File: config.mk
export PLATFORM = sky130hd
export DESIGN_NAME = sync_fifo_param
export DESIGN_NICKNAME = d
export VERILOG_FILES = /design/src/rtl/fifo_pkg.sv /design/src/rtl/fifo_ram.sv /design/src/rtl/sync_fifo_param.sv
export SDC_FILE = /design/constraint.sdc
export NUM_CORES = 1
export LEC_CHECK = 0
export BUFFER_PORTS_ARGS = -buffer_cell sky130_fd_sc_hd__buf_2
export CAP_MARGIN = 10
export CORE_ASPECT_RATIO = 1.25
export CORE_MARGIN = 4
export CORE_UTILIZATION = 56
export CTS_BUF_LIST = sky130_fd_sc_hd__clkbuf_8 sky130_fd_sc_hd__clkbuf_16
export DETAILED_ROUTE_END_ITERATION = 16
export HOLD_SLACK_MARGIN = 0.03
export PLACE_DENSITY_LB_ADDON = 0.3
export RECOVER_POWER = 25
export SYNTH_ARGS = -nofsm -noshare
export SYNTH_HDL_FRONTEND = slang
export SYNTH_SLANG_ARGS = --single-unit
File: constraint.sdc
create_clock -name clk -period 4 [get_ports clk]
set_input_delay 0.6 -clock clk [delete_from_list [all_inputs] [get_ports clk]]
set_output_delay 0.6 -clock clk [all_outputs]
set_load 0.01 [all_outputs]
File: src/rtl/fifo_pkg.sv
// Shared constants and helpers for the parameterised synchronous FIFO.
package fifo_pkg;
    localparam int FWFT_OFF  = 0;
    localparam int FWFT_ON   = 1;
    localparam int TH_MARGIN = 4;

    // Smallest r with 2**r >= n; usable in parameter and port declarations.
    function automatic int clog2(input int n);
        int r;
        r = 0;
        for (int i = 0; i < 31; i++)
            if ((1 << i) < n) r = i + 1;
        return r;
    endfunction
endpackage

File: src/rtl/fifo_ram.sv
// FIFO storage: one synchronous write port, one asynchronous read port, no reset.
module fifo_ram
    import fifo_pkg::*;
#(
    parameter int DATA_W = 8,
    parameter int DEPTH  = 64
) (
    input  logic                      clk,
    input  logic                      wr_en,
    input  logic [clog2(DEPTH)-1:0]   wr_addr,
    input  logic [DATA_W-1:0]         wr_data,
    input  logic [clog2(DEPTH)-1:0]   rd_addr,
    output logic [DATA_W-1:0]         rd_data
);
    logic [DATA_W-1:0] mem [DEPTH];

    always_ff @(posedge clk)
        if (wr_en) mem[wr_addr] <= wr_data;

    assign rd_data = mem[rd_addr];
endmodule

File: src/rtl/sync_fifo_param.sv
// Synchronous FIFO with wrap-bit pointers, status/threshold flags, sticky errors,
// flush, and a choice of registered or first-word-fall-through read.
module sync_fifo_param
    import fifo_pkg::*;
#(
    parameter int DATA_W    = 8,
    parameter int DEPTH     = 64,
    parameter int AFULL_TH  = DEPTH - TH_MARGIN,
    parameter int AEMPTY_TH = TH_MARGIN,
    parameter int FWFT      = FWFT_OFF
) (
    input  logic                    clk,
    input  logic                    rst,
    input  logic                    flush,
    input  logic                    wr_en,
    input  logic [DATA_W-1:0]       wr_data,
    input  logic                    rd_en,
    input  logic                    clr_err,
    output logic [DATA_W-1:0]       rd_data,
    output logic                    rd_valid,
    output logic                    empty,
    output logic                    full,
    output logic                    almost_full,
    output logic                    almost_empty,
    output logic [clog2(DEPTH):0]   level,
    output logic                    overflow,
    output logic                    underflow
);
    localparam int AW = clog2(DEPTH);
    localparam logic [AW:0] DEPTH_L = DEPTH[AW:0];
    localparam logic [AW:0] AF_L    = AFULL_TH[AW:0];
    localparam logic [AW:0] AE_L    = AEMPTY_TH[AW:0];

    if (DEPTH < 4 || DEPTH > 4096 || (DEPTH & (DEPTH - 1)) != 0) begin : g_bad_depth
        $error("sync_fifo_param: DEPTH must be a power of two in 4..4096");
    end
    if (AEMPTY_TH >= AFULL_TH) begin : g_bad_th
        $error("sync_fifo_param: AEMPTY_TH must be below AFULL_TH");
    end
    if (DATA_W < 1 || DATA_W > 64) begin : g_bad_width
        $error("sync_fifo_param: DATA_W must be in 1..64");
    end

    logic [AW:0]        wr_ptr, rd_ptr;
    logic               wr_acc, rd_acc;
    logic [DATA_W-1:0]  ram_q;

    assign level        = wr_ptr - rd_ptr;
    assign empty        = (level == '0);
    assign full         = (level == DEPTH_L);
    assign almost_full  = (level >= AF_L);
    assign almost_empty = (level <= AE_L);

    // Flush blocks both ports so nothing is committed in the flush cycle.
    assign wr_acc = wr_en && !full  && !flush;
    assign rd_acc = rd_en && !empty && !flush;

    always_ff @(posedge clk or posedge rst) begin
        if (rst) begin
            wr_ptr <= '0;
            rd_ptr <= '0;
        end else if (flush) begin
            wr_ptr <= '0;
            rd_ptr <= '0;
        end else begin
            if (wr_acc) wr_ptr <= wr_ptr + 1'b1;
            if (rd_acc) rd_ptr <= rd_ptr + 1'b1;
        end
    end

    // A new error event takes precedence over a clear in the same cycle.
    always_ff @(posedge clk or posedge rst) begin
        if (rst) begin
            overflow  <= 1'b0;
            underflow <= 1'b0;
        end else begin
            if (wr_en && full && !flush)       overflow <= 1'b1;
            else if (clr_err)                  overflow <= 1'b0;
            if (rd_en && empty && !flush)      underflow <= 1'b1;
            else if (clr_err)                  underflow <= 1'b0;
        end
    end

    fifo_ram #(.DATA_W(DATA_W), .DEPTH(DEPTH)) u_ram (
        .clk     (clk),
        .wr_en   (wr_acc),
        .wr_addr (wr_ptr[AW-1:0]),
        .wr_data (wr_data),
        .rd_addr (rd_ptr[AW-1:0]),
        .rd_data (ram_q)
    );

    if (FWFT == FWFT_ON) begin : g_fwft
        // Gate the head word so an empty FIFO never exposes unwritten memory.
        assign rd_data  = empty ? '0 : ram_q;
        assign rd_valid = !empty;
    end else begin : g_std
        logic [DATA_W-1:0] rd_q;
        logic              rd_v;
        always_ff @(posedge clk or posedge rst) begin
            if (rst) begin
                rd_q <= '0;
                rd_v <= 1'b0;
            end else begin
                rd_v <= rd_acc;
                if (rd_acc) rd_q <= ram_q;
            end
        end
        assign rd_data  = rd_q;
        assign rd_valid = rd_v;
    end
endmodule

* Word level (Yosys, flattened, before mapping)
Memories as Yosys holds them, arrays and structs flattened. A register that Yosys moved wholly into a read port is not among the register bits. Index checks and enable logic that the tools add are counted.
Storage, ports and cells: input port bits 14, memory bits (writable) 512, register bits after elaboration 17, memories 1
Memory list:
- u_ram.mem | depth 64, bits a word 8, read ports 1, clocked after memory_dff 1, wr ports 1, line fifo_ram.sv:15 | logic [DATA_W-1:0] mem [DEPTH];
Operators by class: muxes and demuxes 9, reductions and logical operators 16, equal/unequal tests 1, add/subtract/negate cells 3, order comparisons 2
Operators by type and width (count):
- two-way mux 7 bit | 4
- adder 7 x 1 -> 7 bit, second input constant | 2
- logical AND 1 bit | 8
- nonzero test 2 bit | 4
- equality test 7 bit, second input constant | 1
- greater-or-equal comparator 7 x 6 -> 1 bit, second input constant | 1
- <= comparator 7 x 3 -> 1 bit, second input constant | 1
- logical NOT 7 bit | 1
- subtractor 7 bit | 1
- two-way mux 1 bit | 5
- logical NOT 1 bit | 3

* Depth between registers and ports, before layout
Gate-level depths: netlist of run 1.
word-level depth 7, gate-level depth with buffers 14, gate-level depth less buffers 12

* By module
A second synthesis of run 1 with hierarchy kept.
Unflattened totals: cell total of the unflattened synthesis 1107, area, all modules 21687.0 um2
Modules (own cells, without submodules):
- fifo_ram | area each 20006.7 um2, cells an instance 932, instances 1
- sync_fifo_param | area each 1680.4 um2, cells an instance 175, instances 1

* Worst setup path before layout of run 1
Ideal clock, no wire load.
path type reg-to-reg, from register rd_ptr[2], to memory u_ram.mem[25][0], enable pin, period minus slack after synthesis 4.088 ns, stages on the path, launching flop included 15, data required time 3.605 ns, arrival 3.693 ns, slack -0.088 ns, setup time 0.395 ns, buffers on the path 4, path through dfrtp_1 > buf_2 > buf_2 > inv_1 > clkbuf_1 > ha_1 > a21o_1 > a21oi_1 > nand4b_1 > and3_1 > buf_2 > inv_1 > nand2_1 > clkinv_1 > nor4_1
On the way: longest elaborated chain between the ends 7
RTL lines:
- start: declaration | line sync_fifo_param.sv:44 | logic [AW:0] wr_ptr, rd_ptr;
- start signal: assignment | line sync_fifo_param.sv:67 | if (rd_acc) rd_ptr <= rd_ptr + 1'b1;
- subtractor 7 bit | line sync_fifo_param.sv:48 | assign level = wr_ptr - rd_ptr;
- named net level[6] | line sync_fifo_param.sv:25 | output logic [clog2(DEPTH):0] level,
- equality test 7 bit | line sync_fifo_param.sv:50 | assign full = (level == DEPTH_L);
- named net full | line sync_fifo_param.sv:22 | output logic full,
- logical NOT 1 bit | line sync_fifo_param.sv:55 | assign wr_acc = wr_en && !full && !flush;
- logical AND 1 bit (2 in a row) | line sync_fifo_param.sv:55
- two-way mux 1 bit | line fifo_ram.sv:18 | if (wr_en) mem[wr_addr] <= wr_data;
- two-way mux 1 bit (not written as such) | line fifo_ram.sv:18
- end: declaration | line fifo_ram.sv:15
The timed path passes the listed nets, and every way through them passes these cells.

* Worst setup path after layout of run 1
from register wr_ptr[0], to output almost_empty
On the way: longest elaborated chain between the ends 2
RTL lines:
- start: declaration | line sync_fifo_param.sv:44
- start signal: assignment | line sync_fifo_param.sv:66 | if (wr_acc) wr_ptr <= wr_ptr + 1'b1;
- subtractor 7 bit | line sync_fifo_param.sv:48
- <= comparator 7 x 3 -> 1 bit | line sync_fifo_param.sv:52 | assign almost_empty = (level <= AE_L);
- end: declaration | line sync_fifo_param.sv:24 | output logic almost_empty,
Every way passes these cells.

==> results of run 1 <==
[critical path, delay by kind of cell, from the launching register on]
family / cells / cell delay, ns
compound gates: 3 / 0.61
fa+ha+maj: 2 / 0.59
buf+inv: 5 / 0.68
simple gates: 2 / 0.38
flops: 1 / 0.45
[sequential cells by signal, indices dropped and copies added, names as in the netlist]
register,count
overflow,1
rd_data,8
rd_ptr,7
rd_valid,1
u_ram.mem,512
underflow,1
wr_ptr,7
[stage by stage]
step / instance area [µm²] / setup TNS (ns)
floorplan: 21500 / -4.20
global placement: 22500 / 0
detailed placement: 22500 / 0
CTS: 24000 / 0
global route: 24000 / 0
finish: 24000 / 0
[final cells by class]
type	count	area share, %
Tap cell	492	2.56
Timing Repair Buffer	105	2.97
Clock inverter	32	1.03
Inverter	21	0.354
Sequential cell	537	66.6
Multi-Input combinational cell	472	21.3
Clock buffer	49	5.10
[path summary, 6_finish.rpt]
path                                    end  depth (start not counted)
max in group asynchronous         rd_ptr[0]                          3
max reg2reg                u_ram.mem[21][7]                         11
min in group asynchronous         wr_ptr[5]                          3
min                               underflow                          3
min reg2reg                       underflow                          1
max                            almost_empty                         12
[metal layers]
| layer | vias to the layer above | GRT usage [%] | share of wire (%) |
|---|---|---|---|
| li1 | 4697 | - | - |
| met1 | 5634 | 32.7 | 40 |
| met2 | 538 | 34.4 | 48 |
| met3 | 118 | 3.84 | 7.6 |
| met4 | 0 | 10.2 | 5.0 |
| met5 | - | 0 | 0 |
[cells in the mapped netlist, types with 8 or more instances]
master    instances
nand2_1          23
ha_1              8
and3_1           11
dfrtp_1          25
a21oi_1          30
clkbuf_1         31
nor3_1           35
mux4_2          128
nand2b_1         17
o311ai_0         11
mux2_2           14
buf_2            13
a211oi_1         11
nor2_1           50
mux2i_1          18
nor4_1            9
or4_1             8
edfxtp_1        512
buf_1            10
a22oi_1          32
inv_1            19
nand3_1           9
[power by group through the flow]
stage | Sequential, mW | Combinational, mW | Clock, mW
floorplan | 6.43 | 2.04 | 0
global placement | 6.45 | 2.88 | 0
detailed placement | 6.45 | 2.91 | 0
CTS | 6.33 | 2.93 | 4.44
global route | 6.34 | 3.17 | 4.68
finish | 6.34 | 2.96 | 4.37
[logic make-up after synthesis]
logic type	Yosys count
AO/OA/AOI/OAI	117
XOR/XNOR	5
adder cells (fa/ha/maj)	9
buffers and inverters	86
flip-flops	537
multiplexers	160
AND/OR/NAND/NOR	181
[repair_timing]
item                                    CTS  global route
endpoints found under the setup margin    1            56
gates resized for setup                   2             5
setup buffers                             0             3
pin swaps                                 0             0
==> summary.json, run 1 <==
{
  "final_slew_violations": {"value": 223},
  "gp_routability_congestion": {"value": 0.845},
  "overflow": {"value": 0},
  "power_dissipated_by_switching_net_loads": {"value": 3.64, "unit": "mW"},
  "grt_pass1_wl": {"value": 68900, "unit": "µm"},
  "design.core.area": {"value": 38000, "unit": "µm²"},
  "worst_setup_path_startpoint": {"value": "wr_ptr[0]"},
  "dieArea": {"value": 41700, "unit": "µm²"},
  "failed_checks": {"value": "capacitance limit, slew limit"},
  "drv_cap": {"value": 5},
  "firstDrtPassIters": {"value": 6},
  "initial_utilization": {"value": 56.6, "unit": "%"},
  "pin_count_of_the_biggest_net_entering_global_routing": {"value": 100},
  "count_of_flip_flops_with_a_built_in_enable_after_synthesis": {"value": 512},
  "clock_tree.buffer_depth": {"value": 3},
  "drive_gt1_share": {"value": 25.9, "unit": "%"},
  "internal_power": {"value": 10.0, "unit": "mW"},
  "die_width": {"value": 183, "unit": "µm"},
  "place_worst_setup_slack": {"value": 0.214, "unit": "ns"},
  "area_used_by_multi_input_combinational_logic": {"value": 5120, "unit": "µm²"},
  "rr_startpoint": {"value": "wr_ptr[0]"},
  "static_leakage": {"value": 7.76, "unit": "nW"},
  "synth_nets": {"value": 1118},
  "final_common_cell": {"value": "edfxtp_1"},
  "netSwitchingFraction": {"value": 26.7, "unit": "%"},
  "final-hold-violation-count": {"value": 0},
  "yosys.area_share.adder": {"value": 0.558, "unit": "%"},
  "synthesis.instances": {"value": 1095},
  "post_synth_main_area_contributors": {"value": "edfxtp_1 71%, mux4_2 13%, dfrtp_1 2.9%"},
  "seqPwrFrac": {"value": 46.4, "unit": "%"},
  "synth_warnings": {"value": 0},
  "cts_sinks": {"value": 537},
  "design.final.nets": {"value": 1206},
  "timing.slew.headroom": {"value": -66.8, "unit": "%"},
  "worstHoldPathType": {"value": "in2reg"},
  "max_slew.worst_pin.slew": {"value": 2.50, "unit": "ns"},
  "synth_top_family_by_area": {"value": "multiplexers"},
  "dominantRegCellSynth": {"value": "edfxtp_1"},
  "synthSimpleGateAreaFrac": {"value": 4.22, "unit": "%"},
  "power_density": {"value": 569, "unit": "nW/µm²"},
  "p_clk_share": {"value": 32.0, "unit": "%"},
  "worst-endpoint-required": {"value": 3.40, "unit": "ns"},
  "viasPerCell": {"value": 6.43},
  "min-delay-start": {"value": "clr_err"},
  "hpwlAfterDp": {"value": 27900, "unit": "µm"},
  "ys_ff_latch": {"value": 537},
  "buffer_ports.inserted": {"value": 35},
  "max_stage_delay": {"value": 0.45, "unit": "ns"},
  "synth_top_cell_by_area": {"value": "edfxtp_1"},
  "place.detailed.instances": {"value": 1619},
  "layout_setup_ws": {"value": 0.137, "unit": "ns"},
  "num_antenna_cells": {"value": 0},
  "ant_nets": {"value": 0},
  "endpoint_kind": {"value": "primary output"},
  "cts_hold_repair.buffers": {"value": 0},
  "critical_path_class": {"value": "reg2out"},
  "grt_pass1_vias": {"value": 10700},
  "min_period": {"value": 3.86, "unit": "ns"},
  "layoutNonFillerInstCount": {"value": 1708},
  "post-route-drc-count": {"value": 0},
  "fmax": {"value": 259, "unit": "MHz"},
  "cts_max_level": {"value": 2},
  "rows": {"value": 80},
  "finish.utilization": {"value": 63.2, "unit": "%"},
  "synth.cell_area": {"value": 21500, "unit": "µm²"},
  "cts.reportedPaths.clkPinSlew": {"value": 0.07, "unit": "ns"},
  "route.vias.total": {"value": 11000},
  "number_of_antenna_violations_at_the_first_check_in_global_routing": {"value": 0},
  "wl_per_cell": {"value": 27.4, "unit": "µm"},
  "cell_chosen_for_the_clock_root": {"value": "clkbuf_16"},
  "global_route.usage.total": {"value": 22.5, "unit": "%"},
  "start_kind": {"value": "flop"},
  "fin_total_pwr": {"value": 13.7, "unit": "mW"},
  "rsz0062_at_grt": {"value": "false"},
  "tritoncts": {"value": "built"},
  "synth_seq_area_share": {"value": 74.3, "unit": "%"},
  "synth.mux.area_fraction": {"value": 15.0, "unit": "%"},
  "holdWs": {"value": 0.327, "unit": "ns"},
  "drtIter0Drc": {"value": 1275},
  "vdd_ir_drop_max": {"value": 287, "unit": "µV"},
  "synth-xor-area-share": {"value": 0.203, "unit": "%"},
  "fillers": {"value": 2616},
  "final-setup-viol-count": {"value": 0},
  "most-common-layout-cells": {"value": "512 x edfxtp_1, 128 x mux4_2, 62 x buf_4"},
  "critical_path_peak_fanout": {"value": 7},
  "master_of_the_slowest_instance_on_the_critical_path": {"value": "dfrtp_1"},
  "flow.area_growth_from_synthesis": {"value": 11.6, "unit": "%"},
  "num_io_pins": {"value": 36},
  "die-height": {"value": 227, "unit": "µm"},
  "timing.final.crit_share": {"value": 96.6, "unit": "%"},
  "run_status": {"value": "finished with violations"},
  "routed_wirelength": {"value": 46900, "unit": "µm"},
  "worstPathCellList": {"value": "inv_2 -> ha_1 -> inv_1 -> fa_1 -> a21o_1 -> a21oi_2 -> nand4b_1 -> and3_2 -> buf_4 -> clkinvlp_4 -> a211oi_1 -> buf_2"},
  "synth_compound_gate_area_share": {"value": 3.82, "unit": "%"},
  "syn-mean-instance-area": {"value": 19.7, "unit": "µm²"},
  "ys_async_sr_fraction": {"value": 4.66, "unit": "%"},
  "minimum_setup_slack_among_reg_to_reg_paths": {"value": 0.26, "unit": "ns"},
  "tritoncts.num_buffers": {"value": 46},
  "worstSkewPairLatency": {"value": 0.57, "unit": "ns"},
  "share_comb_of_total_power": {"value": 21.7, "unit": "%"},
  "netlist-cell-type-count": {"value": 47},
  "post-synth-top-area-fraction": {"value": 71.4, "unit": "%"},
  "fin_skew": {"value": 0.0161, "unit": "ns"},
  "critical_path_arrival": {"value": 3.26, "unit": "ns"},
  "register_area": {"value": 16000, "unit": "µm²"}
}
Note: power is estimated with default switching activity, not from simulation.
==> run 2, diff against run 1 <==
Settings changed: CTS_BUF_LIST sky130_fd_sc_hd__clkbuf_8 sky130_fd_sc_hd__clkbuf_16 to sky130_fd_sc_hd__clkbuf_16, SETUP_SLACK_MARGIN set to 0.2, SYNTH_HIERARCHICAL set to 1.
==> run 2 against run 1 <==
The flow still finishes with violations (capacitance limit, slew limit). Sequential power hardly changed. Worst setup slack gained 0.14 ns. Global-route usage increased by 0.33 points. Flip-flop and latch count is the same. Critical path depth increased by 2. Cell area rose by 1.9%. Clock power up 13%. Sequential share of layout area fell by 1.2 points. Clock skew is 0.0041 ns lower. Combinational power is 7.4% higher.
==> summary.json, run 2 <==
{
  "run_status": {"value": "finished with violations", "change": "unchanged"},
  "failed_checks": {"value": "capacitance limit, slew limit", "change": "unchanged"},
  "synthesis.instances": {"value": 1107, "change": "was 1095"},
  "place_area": {"value": 22600, "unit": "µm²", "change": "was 22500 µm²"},
  "cts_hold_repair.buffers": {"value": 0, "change": "unchanged"},
  "synth_top_cell_by_area": {"value": "edfxtp_1", "change": "unchanged"},
  "netSwitchingFraction": {"value": 26.2, "unit": "%", "change": "was 26.7%"},
  "flow.area_growth_from_synthesis": {"value": 12.9, "unit": "%", "change": "was 11.6%"},
  "post_synth_main_area_contributors": {"value": "edfxtp_1 71%, mux4_2 13%, dfrtp_1 2.9%", "change": "unchanged"},
  "num_antenna_cells": {"value": 0, "change": "unchanged"},
  "setup_total_negative_slack": {"value": 0, "unit": "ns", "change": "unchanged"},
  "final_slew_violations": {"value": 246, "change": "was 223"},
  "post-route-drc-count": {"value": 0, "change": "unchanged"},
  "most-common-layout-cells": {"value": "512 x edfxtp_1, 126 x mux4_2, 63 x nor2_1", "change": "was 512 x edfxtp_1, 128 x mux4_2, 62 x buf_4"},
  "rows": {"value": 80, "change": "unchanged"},
  "design.final.nets": {"value": 1221, "change": "was 1206"},
  "synth_top_family_by_area": {"value": "multiplexers", "change": "unchanged"},
  "seqPwrFrac": {"value": 43.8, "unit": "%", "change": "was 46.4%"},
  "global_route.usage.total": {"value": 22.8, "unit": "%", "change": "was 22.5%"},
  "final-hold-violation-count": {"value": 0, "change": "unchanged"},
  "worstSkewPairLatency": {"value": 0.57, "unit": "ns", "change": "about the same"},
  "worst-endpoint-required": {"value": 4.20, "unit": "ns", "change": "was 3.40 ns"},
  "synth_compound_gate_area_share": {"value": 3.13, "unit": "%", "change": "was 3.82%"},
  "fmax": {"value": 268, "unit": "MHz", "change": "was 259 MHz"},
  "synth_seq_area_share": {"value": 73.8, "unit": "%", "change": "was 74.3%"},
  "gp_routability_congestion": {"value": 0.838, "change": "was 0.845"},
  "pin_count_of_the_biggest_net_entering_global_routing": {"value": 101, "change": "was 100"},
  "ys_async_sr_fraction": {"value": 4.66, "unit": "%", "change": "unchanged"},
  "overflow": {"value": 0, "change": "unchanged"},
  "wl_per_cell": {"value": 27.4, "unit": "µm", "change": "about the same"},
  "start_kind": {"value": "flop", "change": "unchanged"},
  "r2r_cells": {"value": 14, "change": "was 11"},
  "timing.slew.headroom": {"value": -98.4, "unit": "%", "change": "was -66.8%"},
  "drv_cap": {"value": 6, "change": "was 5"},
  "tritoncts": {"value": "built", "change": "unchanged"},
  "dieArea": {"value": 42000, "unit": "µm²", "change": "was 41700 µm²"},
  "grt_pass1_wl": {"value": 71800, "unit": "µm", "change": "was 68900 µm"},
  "synthSimpleGateAreaFrac": {"value": 4.78, "unit": "%", "change": "was 4.22%"},
  "static_leakage": {"value": 7.71, "unit": "nW", "change": "was 7.76 nW"},
  "viasPerCell": {"value": 6.39, "change": "was 6.43"},
  "cts.repair_timing.setup_buffer_count": {"value": 0, "change": "unchanged"},
  "final_area": {"value": 24500, "unit": "µm²", "change": "was 24000 µm²"},
  "cts.reportedPaths.clkPinSlew": {"value": 0.06, "unit": "ns", "change": "was 0.07 ns"},
  "cell_chosen_for_the_clock_root": {"value": "clkbuf_16", "change": "unchanged"},
  "post-synth-top-area-fraction": {"value": 70.9, "unit": "%", "change": "was 71.4%"},
  "number_of_antenna_violations_at_the_first_check_in_global_routing": {"value": 0, "change": "unchanged"},
  "synth.cell_area": {"value": 21700, "unit": "µm²", "change": "was 21500 µm²"},
  "worstHoldPathType": {"value": "in2reg", "change": "unchanged"},
  "hpwlAfterDp": {"value": 29500, "unit": "µm", "change": "was 27900 µm"},
  "critical_path_peak_fanout": {"value": 8, "change": "was 7"},
  "num_io_pins": {"value": 36, "change": "unchanged"},
  "power_dissipated_by_switching_net_loads": {"value": 3.79, "unit": "mW", "change": "was 3.64 mW"},
  "design.core.area": {"value": 38200, "unit": "µm²", "change": "was 38000 µm²"},
  "vdd_ir_drop_max": {"value": 455, "unit": "µV", "change": "was 287 µV"},
  "netlist-cell-type-count": {"value": 60, "change": "was 47"},
  "syn-mean-instance-area": {"value": 19.6, "unit": "µm²", "change": "was 19.7 µm²"},
  "ant_nets": {"value": 0, "change": "unchanged"},
  "ys_ff_latch": {"value": 537, "change": "unchanged"},
  "yosys.area_share.adder": {"value": 0.554, "unit": "%", "change": "was 0.558%"},
  "cts_sinks": {"value": 537, "change": "unchanged"},
  "cts_max_level": {"value": 2, "change": "unchanged"},
  "fin_total_pwr": {"value": 14.5, "unit": "mW", "change": "was 13.7 mW"},
  "dominantRegCellSynth": {"value": "edfxtp_1", "change": "unchanged"},
  "die_width": {"value": 184, "unit": "µm", "change": "was 183 µm"},
  "routed_wirelength": {"value": 47400, "unit": "µm", "change": "was 46900 µm"},
  "synth_warnings": {"value": 6, "change": "was 0"},
  "p_clk_share": {"value": 34.2, "unit": "%", "change": "was 32.0%"},
  "min_period": {"value": 3.73, "unit": "ns", "change": "was 3.86 ns"},
  "share_comb_of_total_power": {"value": 22.0, "unit": "%", "change": "was 21.7%"},
  "drtIter0Drc": {"value": 1260, "change": "was 1275"},
  "grt_pass1_vias": {"value": 11200, "change": "was 10700"},
  "timing.final.crit_share": {"value": 93.2, "unit": "%", "change": "was 96.6%"},
  "initial_utilization": {"value": 56.7, "unit": "%", "change": "was 56.6%"},
  "route.vias.total": {"value": 11100, "change": "was 11000"},
  "final-setup-viol-count": {"value": 0, "change": "unchanged"},
  "firstDrtPassIters": {"value": 5, "change": "was 6"},
  "power_density": {"value": 590, "unit": "nW/µm²", "change": "was 569 nW/µm²"},
  "tritoncts.num_buffers": {"value": 49, "change": "was 46"},
  "fin_skew": {"value": 0.0120, "unit": "ns", "change": "was 0.0161 ns"},
  "synth.mux.area_fraction": {"value": 15.7, "unit": "%", "change": "was 15.0%"},
  "register_name_with_the_most_flops": {"value": "u_ram/mem", "change": "was u_ram.mem"},
  "synth-xor-area-share": {"value": 0.202, "unit": "%", "change": "was 0.203%"},
  "count_of_flip_flops_with_a_built_in_enable_after_synthesis": {"value": 512, "change": "unchanged"},
  "die-height": {"value": 228, "unit": "µm", "change": "was 227 µm"},
  "synth_nets": {"value": 1130, "change": "was 1118"},
  "ys_top_cells_by_count": {"value": "512 x edfxtp_1, 126 x mux4_2, 98 x nor2_1, 27 x mux2_2, 26 x mux2i_1", "change": "was 512 x edfxtp_1, 128 x mux4_2, 50 x nor2_1, 35 x nor3_1, 32 x a22oi_1"},
  "critical_path_class": {"value": "reg2reg", "change": "was reg2out"},
  "endpoint_kind": {"value": "flop", "change": "was primary output"},
  "critical_path_arrival": {"value": 3.92, "unit": "ns", "change": "was 3.26 ns"},
  "final_common_cell": {"value": "edfxtp_1", "change": "unchanged"},
  "clock_tree.buffer_depth": {"value": 3, "change": "unchanged"},
  "max_slew.worst_pin.slew": {"value": 2.98, "unit": "ns", "change": "was 2.50 ns"},
  "buffer_ports.inserted": {"value": 35, "change": "unchanged"},
  "rsz0062_at_grt": {"value": "true", "change": "was false"},
  "drive_gt1_share": {"value": 29.6, "unit": "%", "change": "was 25.9%"},
  "worstHoldPathCells": {"value": 2, "change": "was 3"},
  "largest_register_ff_count": {"value": 512, "change": "unchanged"},
  "internal_power": {"value": 10.7, "unit": "mW", "change": "was 10.0 mW"},
  "fillers": {"value": 2536, "change": "was 2616"},
  "post-synth-top-count-cell": {"value": "edfxtp_1", "change": "unchanged"}
}
run 2: cell count changes in the layout (fill, tap and decap cells not counted), sizes merged, moves of 8 or more:
cell    previous run  this run
nor2              50        98
a22oi             32         3
nor3              35        12
a21oi             31        16
mux2              14        27
nor2b              6        19
o311ai            12         2
clkinv            23        14
o22ai              0         9
mux2i             18        26
o221ai             0         8
run 2: area by class of cell:
| cell class | count | area, µm² | area share (%) |
|---|---|---|---|
| well taps | 492 | 616 | 2.52 |
| inverters | 15 | 56.3 | 0.230 |
| clock inverters | 40 | 445 | 1.82 |
| flip-flops and latches | 537 | 16000 | 65.4 |
| repair buffers | 99 | 662 | 2.70 |
| multi-input cells | 496 | 5410 | 22.1 |
| clock buffers | 51 | 1280 | 5.21 |
run 2: per-layer routing:
metal	up-vias	routed length [µm]	GRT usage (%)
met5	-	0	0
met2	485	24700	38.4
met1	5761	18100	31.4
met4	0	1510	7.30
met3	92	3150	3.14
li1	4714	-	-
run 2: cell families (layout without fill, tap and decap cells):
family	after synthesis	in the layout
buf+inv	74	205
flops	537	537
mux	179	179
simple gates	213	213
compound gates	90	90
xor+xnor	5	5
fa+ha+maj	9	9
run 2: final timing paths:
| path | startpoint | end | slack (ns) |
|---|---|---|---|
| min in group asynchronous | rst | rd_ptr[1] | 0.56 |
| setup reg to reg | rd_ptr[0] | u_ram/mem[33][4] | 0.27 |
| setup / recovery | rd_ptr[0] | u_ram/mem[33][4] | 0.27 |
| max in group asynchronous | rst | rd_ptr[2] | 2.33 |
| hold / removal | clr_err | overflow | 0.23 |
| hold reg to reg | rd_data[6] | rd_data[6] | 0.51 |
run 2: repair_timing:
item,in CTS,in global routing
gates cloned,0,0
resized for setup,1,43
endpoints found under the setup margin,8,346
run 2: metrics by stage:
| step | setup slack [ns] | hold slack (ns) | instances | utilization, % |
|---|---|---|---|---|
| floorplan | 0.325 | 0.551 | 1107 | - |
| global placement | 0.282 | 0.504 | 1638 | 59.2 |
| detailed placement | 0.198 | 0.506 | 1638 | 59.2 |
| CTS | 0.214 | 0.0862 | 1729 | 63.7 |
| global route | 0.0766 | 0.229 | 1730 | 64.0 |
| finish | 0.273 | 0.233 | 1730 | 64.0 |
run 2: power by group through the flow:
stage | Sequential, mW | Clock (mW) | Combinational, mW
after floorplan | 6.44 | 0 | 2.29
after global placement | 6.44 | 0 | 3.17
after detailed placement | 6.44 | 0 | 3.19
after CTS | 6.32 | 5.02 | 3.21
after global routing | 6.33 | 5.28 | 3.40
final | 6.32 | 4.94 | 3.18
run 2: worst max-delay path, stage by stage, from the launching register on:
cell	delay (ns)
dfrtp_4	0.47
ha_1	0.19
inv_1	0.06
fa_1	0.20
nand3_1	0.11
a21oi_1	0.25
mux2i_1	0.20
and2_1	0.16
inv_1	0.06
a21boi_1	0.24
nor2b_1	0.29
buf_4	0.20
nand3_1	0.09
buf_4	0.22
nor2_1	0.63
==> run 3, diff against run 2 <==
Settings changed: ABC_AREA set to 1.
==> run 3 against run 2 <==
The flow still finishes with violations (capacitance limit, slew limit). Wire length up 18%. Flip-flop and latch count is the same. Non-clock buffer count fell by 24. Count of clock-buffer cells in the layout is 2 lower. Fmax is 5.7% higher. Cell area is 1.4% higher. Critical endpoint is now empty. Largest power group unchanged.
==> summary.json, run 3 <==
{
  "cts.repair_timing.setup_buffer_count": {"value": 0, "change": "unchanged"},
  "min_period": {"value": 3.53, "unit": "ns", "change": "was 3.73 ns"},
  "post-synth-top-count-cell": {"value": "nand2_1", "change": "was edfxtp_1"},
  "setup_total_negative_slack": {"value": 0, "unit": "ns", "change": "unchanged"},
  "ant_nets": {"value": 0, "change": "unchanged"},
  "power_dissipated_by_switching_net_loads": {"value": 4.24, "unit": "mW", "change": "was 3.79 mW"},
  "drv_cap": {"value": 8, "change": "was 6"},
  "grt_pass1_wl": {"value": 84700, "unit": "µm", "change": "was 71800 µm"},
  "failed_checks": {"value": "capacitance limit, slew limit", "change": "unchanged"},
  "internal_power": {"value": 9.71, "unit": "mW", "change": "was 10.7 mW"},
  "tritoncts.num_buffers": {"value": 48, "change": "was 49"},
  "grt_pass1_vias": {"value": 14700, "change": "was 11200"},
  "max_stage_delay": {"value": 0.40, "unit": "ns", "change": "was 0.63 ns"},
  "register_name_with_the_most_flops": {"value": "u_ram/mem", "change": "unchanged"},
  "timing.critical_path.buf_inv": {"value": 4, "change": "unchanged"},
  "largest_register_ff_count": {"value": 512, "change": "unchanged"},
  "netlist-cell-type-count": {"value": 35, "change": "was 60"},
  "design.core.area": {"value": 40200, "unit": "µm²", "change": "was 38200 µm²"},
  "synth_top_cell_by_area": {"value": "edfxtp_1", "change": "unchanged"},
  "routed_wirelength": {"value": 56100, "unit": "µm", "change": "was 47400 µm"},
  "firstDrtPassIters": {"value": 6, "change": "was 5"},
  "critical_path_class": {"value": "reg2out", "change": "was reg2reg"},
  "design.final.nets": {"value": 2041, "change": "was 1221"},
  "ys_ff_latch": {"value": 537, "change": "unchanged"},
  "final_slew_violations": {"value": 486, "change": "was 246"},
  "critical_path_peak_fanout": {"value": 11, "change": "was 8"},
  "synth.cell_area": {"value": 22900, "unit": "µm²", "change": "was 21700 µm²"},
  "die-height": {"value": 234, "unit": "µm", "change": "was 228 µm"},
  "cts_max_level": {"value": 2, "change": "unchanged"},
  "count_of_flip_flops_with_a_built_in_enable_after_synthesis": {"value": 512, "change": "unchanged"},
  "initial_utilization": {"value": 56.8, "unit": "%", "change": "was 56.7%"},
  "gp_routability_congestion": {"value": 0.895, "change": "was 0.838"},
  "tritoncts": {"value": "built", "change": "unchanged"},
  "cell_chosen_for_the_clock_root": {"value": "clkbuf_16", "change": "unchanged"},
  "die_width": {"value": 189, "unit": "µm", "change": "was 184 µm"},
  "fin_skew": {"value": 0.0134, "unit": "ns", "change": "was 0.0120 ns"},
  "final_common_cell": {"value": "nand2_1", "change": "was edfxtp_1"},
  "master_of_the_slowest_instance_on_the_critical_path": {"value": "fa_1", "change": "was nor2_1"},
  "timing.final.crit_share": {"value": 88.2, "unit": "%", "change": "was 93.2%"},
  "ys_top_cells_by_count": {"value": "711 x nand2_1, 512 x edfxtp_1, 457 x nand3_1, 63 x nor2_1, 41 x inv_1", "change": "was 512 x edfxtp_1, 126 x mux4_2, 98 x nor2_1, 27 x mux2_2, 26 x mux2i_1"},
  "rows": {"value": 82, "change": "was 80"},
  "timing.slew.headroom": {"value": -155, "unit": "%", "change": "was -98.4%"},
  "cts_hold_repair.buffers": {"value": 0, "change": "unchanged"},
  "final-setup-viol-count": {"value": 0, "change": "unchanged"},
  "static_leakage": {"value": 9.19, "unit": "nW", "change": "was 7.71 nW"},
  "wl_per_cell": {"value": 21.6, "unit": "µm", "change": "was 27.4 µm"},
  "ys_async_sr_fraction": {"value": 4.66, "unit": "%", "change": "unchanged"},
  "num_io_pins": {"value": 36, "change": "unchanged"},
  "route.vias.total": {"value": 15400, "change": "was 11100"},
  "hpwlAfterDp": {"value": 32800, "unit": "µm", "change": "was 29500 µm"},
  "share_comb_of_total_power": {"value": 22.1, "unit": "%", "change": "was 22.0%"},
  "synthesis.instances": {"value": 2010, "change": "was 1107"},
  "viasPerCell": {"value": 5.91, "change": "was 6.39"},
  "cts.reportedPaths.clkPinSlew": {"value": 0.07, "unit": "ns", "change": "was 0.06 ns"},
  "place_area": {"value": 23300, "unit": "µm²", "change": "was 22600 µm²"},
  "netSwitchingFraction": {"value": 30.4, "unit": "%", "change": "was 26.2%"},
  "drtIter0Drc": {"value": 1735, "change": "was 1260"},
  "overflow": {"value": 0, "change": "unchanged"},
  "drive_gt1_share": {"value": 8.42, "unit": "%", "change": "was 29.6%"},
  "finish.utilization": {"value": 61.7, "unit": "%", "change": "was 64.0%"},
  "post_synth_main_area_contributors": {"value": "edfxtp_1 67%, nand2_1 12%, nand3_1 10%", "change": "was edfxtp_1 71%, mux4_2 13%, dfrtp_1 2.9%"},
  "max_slew.worst_pin.slew": {"value": 3.83, "unit": "ns", "change": "was 2.98 ns"},
  "place.detailed.instances": {"value": 2514, "change": "was 1638"},
  "start_kind": {"value": "flop", "change": "unchanged"},
  "critical_path_arrival": {"value": 2.93, "unit": "ns", "change": "was 3.92 ns"},
  "vdd_ir_drop_max": {"value": 499, "unit": "µV", "change": "was 455 µV"},
  "fillers": {"value": 3164, "change": "was 2536"},
  "post_cts_resize_count": {"value": 0, "change": "was 1"},
  "num_antenna_cells": {"value": 0, "change": "unchanged"},
  "synth_warnings": {"value": 6, "change": "unchanged"},
  "post-synth-top-area-fraction": {"value": 67.3, "unit": "%", "change": "was 70.9%"},
  "rsz0062_at_grt": {"value": "false", "change": "was true"},
  "seqPwrFrac": {"value": 45.0, "unit": "%", "change": "was 43.8%"},
  "number_of_antenna_violations_at_the_first_check_in_global_routing": {"value": 0, "change": "unchanged"},
  "p_clk_share": {"value": 32.9, "unit": "%", "change": "was 34.2%"},
  "power_density": {"value": 562, "unit": "nW/µm²", "change": "was 590 nW/µm²"},
  "endpoint_kind": {"value": "primary output", "change": "was flop"},
  "holdWs": {"value": 0.229, "unit": "ns", "change": "was 0.233 ns"},
  "cts_sinks": {"value": 537, "change": "unchanged"},
  "pin_count_of_the_biggest_net_entering_global_routing": {"value": 253, "change": "was 101"},
  "layoutNonFillerInstCount": {"value": 2600, "change": "was 1730"},
  "fmax": {"value": 284, "unit": "MHz", "change": "was 268 MHz"},
  "cpMostUsedCell": {"value": "inv_1"},
  "most-common-layout-cells": {"value": "711 x nand2_1, 512 x edfxtp_1, 457 x nand3_1", "change": "was 512 x edfxtp_1, 126 x mux4_2, 63 x nor2_1"},
  "dieArea": {"value": 44100, "unit": "µm²", "change": "was 42000 µm²"},
  "dominantRegCellSynth": {"value": "edfxtp_1", "change": "unchanged"},
  "worstSkewPairLatency": {"value": 0.57, "unit": "ns", "change": "about the same"},
  "worstPathCellList": {"value": "inv_1 -> ha_1 -> inv_1 -> fa_1 -> xnor2_1 -> nand2_1 -> nor2_4 -> nand4_2 -> inv_1 -> buf_2", "change": "was ha_1 -> inv_1 -> fa_1 -> nand3_1 -> a21oi_1 -> mux2i_1 -> and2_1 -> inv_1 -> a21boi_1 -> nor2b_1 -> buf_4 -> nand3_1 -> buf_4 -> nor2_1"},
  "worst-endpoint-required": {"value": 3.40, "unit": "ns", "change": "was 4.20 ns"},
  "syn-mean-instance-area": {"value": 11.4, "unit": "µm²", "change": "was 19.6 µm²"},
  "worstHoldPathType": {"value": "in2reg", "change": "unchanged"},
  "post-route-drc-count": {"value": 0, "change": "unchanged"},
  "synth_seq_area_share": {"value": 70.0, "unit": "%", "change": "was 73.8%"},
  "flow.area_growth_from_synthesis": {"value": 8.52, "unit": "%", "change": "was 12.9%"},
  "run_status": {"value": "finished with violations", "change": "unchanged"},
  "global_route.usage.total": {"value": 25.2, "unit": "%", "change": "was 22.8%"},
  "cpLargestDelayFamily": {"value": "simple AND/OR/NAND/NOR gates", "change": "unchanged"},
  "clock_tree.buffer_depth": {"value": 3, "change": "unchanged"},
  "buffer_ports.inserted": {"value": 35, "change": "unchanged"},
  "synth_nets": {"value": 2033, "change": "was 1130"},
  "place_worst_setup_slack": {"value": 0.661, "unit": "ns", "change": "was 0.198 ns"},
  "layout_setup_ws": {"value": 0.473, "unit": "ns", "change": "was 0.273 ns"},
  "fin_total_pwr": {"value": 13.9, "unit": "mW", "change": "was 14.5 mW"},
  "final_area": {"value": 24800, "unit": "µm²", "change": "was 24500 µm²"},
  "final-hold-violation-count": {"value": 0, "change": "unchanged"}
}
[run 3: path summary, 6_finish.rpt]
kind	start	endpoint	slack (ns)	cells past startpoint
hold reg to reg	rd_data[1]	rd_data[1]	0.49	2
setup / recovery	wr_ptr[0]	empty	0.47	10
setup reg to reg	wr_ptr[0]	u_ram/mem[45][1]	0.62	17
hold / removal	clr_err	overflow	0.23	2
min in group asynchronous	rst	overflow	0.26	2
max in group asynchronous	rst	rd_ptr[1]	3.01	2
[run 3: power groups by stage]
stage	Combinational, mW	Sequential [mW]	Clock (mW)
floorplan	2.25	6.40	0
global placement	3.01	6.38	0
detailed placement	3.04	6.38	0
CTS	3.05	6.27	4.64
global route	3.37	6.28	4.90
finish	3.08	6.27	4.59
[run 3: cell families (layout without fill, tap and decap cells)]
kind of cell	after synthesis	after routing	synth area share, %
AOI/OAI and AO/OA	8	8	0.202
xor gates and xnor gates	11	11	0.454
adders and majority gates	9	9	0.525
buffers and inverters	164	208	4.43
DFF	537	537	70.0
and+or+nand+nor	1281	1281	24.4
[run 3: routing by layer]
metal | wire length [µm] | part of all wire, % | GRT usage, %
met1 | 21300 | 38 | 32.6
met2 | 28000 | 50 | 43.3
met3 | 4180 | 7.4 | 2.96
met4 | 2700 | 4.8 | 11.6
met5 | 0 | 0 | 0
[run 3: area by class of cell]
| cell class | count | area (µm²) | area share (%) |
|---|---|---|---|
| tap | 546 | 683 | 2.75 |
| timing repair buffer | 75 | 509 | 2.05 |
| clock inverter | 37 | 350 | 1.41 |
| inverter | 47 | 184 | 0.741 |
| sequential | 537 | 16000 | 64.5 |
| clock buffer | 49 | 1230 | 4.94 |
| multi-input combinational | 1309 | 5850 | 23.6 |
